## src/rtl/layer_scheduler.sv

```systemverilog
// Epoch sequencer for a Neuron layer chain: drives iMode and admits exactly NB tokens per phase.
// Optional status outputs (epoch, admitted count, busy cycle count) under LAYER_SCHEDULER_STATUS_EN.
module layer_scheduler #(
    parameter int NB = 8,
    parameter int NE = 4,
    parameter int WD = 16,
    localparam int CW = $clog2(NB + 1),
    localparam int EW = (NE > 1) ? $clog2(NE) : 1
) (
    input  logic          iCLK,
    input  logic          iRST,
    input  logic          iStart,
    output logic          oMode,
    input  logic          iValid_AS_Input,
    output logic          oReady_AS_Input,
    input  logic [WD-1:0] iData_AS_Input,
    output logic          oValid_BM_Input,
    input  logic          iReady_BM_Input,
    output logic [WD-1:0] oData_BM_Input,
    input  logic          iValid_AS_Delta,
    output logic          oReady_AS_Delta,
    input  logic [WD-1:0] iData_AS_Delta,
    output logic          oValid_BM_Delta,
    input  logic          iReady_BM_Delta,
    output logic [WD-1:0] oData_BM_Delta,
    input  logic          iRetire,
`ifdef LAYER_SCHEDULER_STATUS_EN
    output logic [EW-1:0] oEpoch,
    output logic [CW-1:0] oAdmitted,
    output logic [31:0]   oCycles,
`endif
    output logic          oBusy,
    output logic          oDone,
    output logic          oError
);

    typedef enum logic [1:0] {
        IDLE = 2'd0,
        FWD  = 2'd1,
        BWD  = 2'd2,
        DONE = 2'd3
    } state_t;

    localparam logic [CW-1:0] NB_C   = CW'(NB);
    localparam logic [EW-1:0] LAST_E = EW'(NE - 1);

    state_t        state, state_nxt;
    logic [CW-1:0] adm, adm_nxt;
    logic [CW-1:0] outs, outs_nxt;
    logic [CW-1:0] ret, ret_nxt;
    logic [EW-1:0] ep, ep_nxt;
    logic          mode, mode_nxt;
    logic          error, error_nxt;
    logic          open_f, open_b;
    logic          admit, retire_ok;

    assign open_f = (state == FWD) && (adm < NB_C);
    assign open_b = (state == BWD) && (adm < NB_C);

    assign oValid_BM_Input = iValid_AS_Input & open_f;
    assign oReady_AS_Input = iReady_BM_Input & open_f;
    assign oData_BM_Input  = iData_AS_Input;
    assign oValid_BM_Delta = iValid_AS_Delta & open_b;
    assign oReady_AS_Delta = iReady_BM_Delta & open_b;
    assign oData_BM_Delta  = iData_AS_Delta;

    assign admit = (iValid_AS_Input & iReady_BM_Input & open_f) |
                   (iValid_AS_Delta & iReady_BM_Delta & open_b);

    // A retire only counts when a phase is active and something is actually in flight.
    assign retire_ok = iRetire && ((state == FWD) || (state == BWD)) && (outs != '0);

    assign oMode  = mode;
    assign oBusy  = (state != IDLE);
    assign oDone  = (state == DONE);
    assign oError = error;

    // NOTE: every variable gets a default at the top of the block so no path leaves it unassigned,
    // which would otherwise infer a latch.
    always_comb begin
        state_nxt = state;
        adm_nxt   = admit ? adm + 1'b1 : adm;
        ret_nxt   = retire_ok ? ret + 1'b1 : ret;
        outs_nxt  = outs;
        ep_nxt    = ep;
        mode_nxt  = mode;
        error_nxt = error | (iRetire & ~retire_ok);

        if (admit && !retire_ok)      outs_nxt = outs + 1'b1;
        else if (!admit && retire_ok) outs_nxt = outs - 1'b1;

        // Phase ends on the edge that registers the last retire, so the new mode appears next cycle.
        unique case (state)
            IDLE: begin
                mode_nxt = 1'b0;
                if (iStart) begin
                    state_nxt = FWD;
                    adm_nxt   = '0;
                    ret_nxt   = '0;
                    outs_nxt  = '0;
                    ep_nxt    = '0;
                end
            end
            FWD: begin
                if (ret_nxt == NB_C) begin
                    state_nxt = BWD;
                    mode_nxt  = 1'b1;
                    adm_nxt   = '0;
                    ret_nxt   = '0;
                end
            end
            BWD: begin
                if (ret_nxt == NB_C) begin
                    mode_nxt = 1'b0;
                    adm_nxt  = '0;
                    ret_nxt  = '0;
                    if (ep == LAST_E) begin
                        state_nxt = DONE;
                    end else begin
                        state_nxt = FWD;
                        ep_nxt    = ep + 1'b1;
                    end
                end
            end
            DONE: begin
                state_nxt = IDLE;
                mode_nxt  = 1'b0;
            end
            default: state_nxt = IDLE;
        endcase
    end

    // NOTE: sequential state uses non-blocking assignments so all registers update together
    // from pre-edge values, independent of statement order.
    always_ff @(posedge iCLK or posedge iRST) begin
        if (iRST) begin
            state <= IDLE;
            adm   <= '0;
            outs  <= '0;
            ret   <= '0;
            ep    <= '0;
            mode  <= 1'b0;
            error <= 1'b0;
        end else begin
            state <= state_nxt;
            adm   <= adm_nxt;
            outs  <= outs_nxt;
            ret   <= ret_nxt;
            ep    <= ep_nxt;
            mode  <= mode_nxt;
            error <= error_nxt;
        end
    end

`ifdef LAYER_SCHEDULER_STATUS_EN
    logic [31:0] cycles;

    // Counts every busy cycle including DONE; restarts on the edge that leaves IDLE.
    always_ff @(posedge iCLK or posedge iRST) begin
        if (iRST) begin
            cycles <= '0;
        end else if (state == IDLE) begin
            if (iStart) cycles <= '0;
        end else if (cycles != 32'hFFFF_FFFF) begin
            cycles <= cycles + 32'd1;
        end
    end

    assign oEpoch    = ep;
    assign oAdmitted = adm;
    assign oCycles   = cycles;
`endif

endmodule

```

## config.mk

```make
export PLATFORM = sky130hd
export DESIGN_NAME = layer_scheduler
export DESIGN_NICKNAME = d
export VERILOG_FILES = /design/src/rtl/layer_scheduler.sv
export SDC_FILE = /design/constraint.sdc
export NUM_CORES = 1
export LEC_CHECK = 0
export ABC_AREA = 0
export CORE_MARGIN = 5
export CORE_UTILIZATION = 40
export CTS_BUF_LIST = sky130_fd_sc_hd__clkbuf_4 sky130_fd_sc_hd__clkbuf_8 sky130_fd_sc_hd__clkbuf_16
export CTS_CLUSTER_SIZE = 14
export DETAILED_ROUTE_END_ITERATION = 6
export GPL_ROUTABILITY_DRIVEN = 1
export PLACE_DENSITY = 0.92
export SYNTH_ARGS = -nofsm -noshare
export SYNTH_HDL_FRONTEND = slang
export SYNTH_SLANG_ARGS = --single-unit
```

## constraint.sdc

```tcl
create_clock -name iCLK -period 2.7 [get_ports iCLK]
set_input_delay 0.405 -clock iCLK [delete_from_list [all_inputs] [get_ports iCLK]]
set_output_delay 0.405 -clock iCLK [all_outputs]
set_load 0.03 [all_outputs]
```

==> results.py <==
metrics = {
    "cells_and_area": {
        "final_core_util_pct": 41.83,
        "drive_gt1_share_pct": 7.006,
        "nNetsFinal": 210,
        "area_growth_pct": -0.08102,
        "final_area_mm2": 0.001543,
        "multi_input_area_um2": 803.3,
        "fillers": 364,
        "seqCellArea_um2": 450.4,
        "diodes": 0,
    },
    "hold_path": {
        "hp-class": "flop to flop",
    },
    "cts": {
        "cts_tree": "yes",
        "cts_root_buf": "clkbuf_8",
        "cts.sinks": 18,
        "cts_buffer_depth": 2,
        "path_clk_slew_ps": 70,
        "cts_resized": 0,
        "cts_buffers": 3,
        "clock_latency_ps": 260,
        "cts_hold_buffers": 0,
        "htree_levels": 1,
        "post_cts_buffers": 0,
    },
    "routing": {
        "drt_iter0_markers": 56,
        "drt-total-wl_um": 3171,
        "drt-wirelength-per-cell_um": 15.47,
        "wl_met3_um": 215,
        "firstDrtPassIters": 4,
        "met1_length_um": 1344,
        "num_vias": 1150,
        "viasPerCell": 5.610,
        "drtAntennaViolNets": 0,
        "dr_wl_met2_um": 1533,
        "top_layer_used": "met4",
        "drc": 0,
    },
    "grt": {
        "grt_use_total_pct": 13.07,
        "first_global_vias": 1144,
        "gr-total-overflow": 0,
        "grt_max_degree": 19,
        "antenna_found_initial": 0,
        "grt_pass1_wl_um": 5416,
    },
    "setup_path": {
        "cp_data_arrival_time_ps": 2000,
        "endpoint_kind": "output port",
        "start_kind": "flop",
        "cp.required_ps": 2300,
        "crit_fanout": 5,
        "critPathKind": "flop to output port",
    },
    "sta": {
        "finalCriticalPeriod_ps": 2404,
        "min_period_over_period_pct": 89.03,
        "max_slew_margin_pct": 54.21,
        "finalHoldViolations": 0,
        "setup_viol": 0,
        "final.setup.tns_ps": 0,
        "fmax_mhz": 416.0,
        "slew_viol_final": 0,
        "tightest_slew_ps": 686.1,
        "finalClockSkew_ps": 4.612,
        "rsz0062_at_grt": "false",
    },
    "floorplanning": {
        "ios": 80,
        "die_h_um": 72.13,
        "dieArea_mm2": 0.005203,
        "coreArea_mm2": 0.003689,
        "row_count": 22,
        "initial_core_util_pct": 41.86,
        "fp.dieW_um": 72.13,
    },
    "yosys": {
        "yosysWarnings": 0,
        "async_reset_ff_share_pct": 100.0,
        "syn_area_mm2": 0.001544,
        "synthesis.instances": 173,
        "synthDominantAreaCellType": "dfrtp_1",
        "synth_area_per_cell_um2": 8.925,
        "ys_ff_latch": 18,
        "synth_area_leaders": "dfrtp_1 29%, buf_4 16%, ha_1 8.9%, xnor2_1 4.0%, nor2_1 3.9%",
        "synth.most_common_cell": "buf_4",
        "synth.distinct_cells": 45,
        "synth-edff-count": 0,
        "synth_top_cell_area_share_pct": 29.17,
        "synth_ff_type": "dfrtp_1",
        "syn_nets": 224,
        "synth_common_cells": "33 x buf_4, 18 x dfrtp_1, 16 x nor2_1",
        "ys_seq_area_share_pct": 29.17,
    },
    "pwr": {
        "vdd_drop_max_v": 0.0007027,
        "p_leak_nw": 0.6335,
        "power_density_mw_per_mm2": 1095,
    },
    "outcome": {
        "status": "finished, final reports clean",
    },
    "placed_design": {
        "port_buffers": 15,
        "dp_hpwl_um": 2391,
        "placed_cell_area_mm2": 0.001501,
        "place.gp.congestion": 0.8790,
    },
    "flow_run": {
        "cap_violations": 0,
    },
}
## placed cells by master (no fill, tap or decap), types with 2 or more instances in the layout
cell	netlist	final
a21oi_1	4	4
a2bb2oi_1	2	2
a311oi_1	2	2
a41oi_1	2	2
and2_1	2	2
and3b_1	4	4
buf_4	33	2
clkbuf_8	0	3
clkdlybuf4s50_1	0	15
dfrtp_1	18	18
ha_1	11	11
inv_1	6	6
mux2i_1	4	4
nand2_1	11	11
nand2b_1	2	2
nand3_1	7	7
nor2_1	16	16
nor3_1	6	6
nor3b_1	2	2
o21ai_0	7	7
xnor2_1	7	7
xor2_1	2	2
## through the flow
stage / hold WS [ps] / total power (W) / cells / setup WS (ps)
final: 460.2 / 0.001690 / 205 / 296.1
after floorplan: 343.6 / 0.001281 / 173 / 722.0
after detailed placement: 447.6 / 0.001480 / 202 / 480.5
after global placement: 443.3 / 0.001434 / 202 / 568.9
after CTS: 463.2 / 0.001677 / 205 / 300.7
after global routing: 491.5 / 0.001816 / 205 / 227.8
## sequential cells by signal, summed over array words and instances, names as in the netlist
name	flops
ep	2
ret	4
adm	4
oMode	1
state	2
oError	1
outs	4
## power by group
part	leakage [nW]	internal, W	switching [W]	total [W]
clock	0.0216	0.0000995	0.0000955	0.000195
combinational	0.379	0.000435	0.000597	0.00103
sequential	0.232	0.000356	0.000107	0.000463
total	0.633	0.000891	0.000799	0.00169
## final timing paths
kind	from	endpoint	slack, ps	depth (start not counted)
setup reg to reg	state[0]	adm[3]	410	7
min in group asynchronous	iRST	adm[3]	540	2
setup / recovery	state[1]	oReady_AS_Input	300	4
hold reg to reg	oError	oError	460	1
hold / removal	oError	oError	460	1
max in group asynchronous	iRST	state[0]	1720	2
## kinds of logic after synthesis
kind of cell | after synthesis | share of synthesized area, %
fa+ha+maj | 11 | 8.914
flops | 18 | 29.17
mux | 5 | 3.323
simple gates | 58 | 19.85
compound gates | 30 | 14.83
buf+inv | 42 | 18.80
xor+xnor | 9 | 5.106
## metal layers
layer,GRT usage [%],vias up
met1,15.28,554
met3,4.017,13
met4,6.681,0
met2,21.44,38
li1,-,545
met5,0,-
## final cells by class
type,instances,share of cell area (%)
well taps,48,3.893
clock buffers,3,2.676
flip-flops and latches,18,29.20
repair buffers,17,10.71
multi-input cells,113,52.07
inverters,6,1.460
## worst max-delay path, stage by stage, from the launching register on
cell             delay (ps)
dfrtp_1                 420
inv_1                   150
ha_1                    260
and3b_1                 220
clkdlybuf4s50_1         680
No activity file was read; power rests on OpenSTA's default activity.
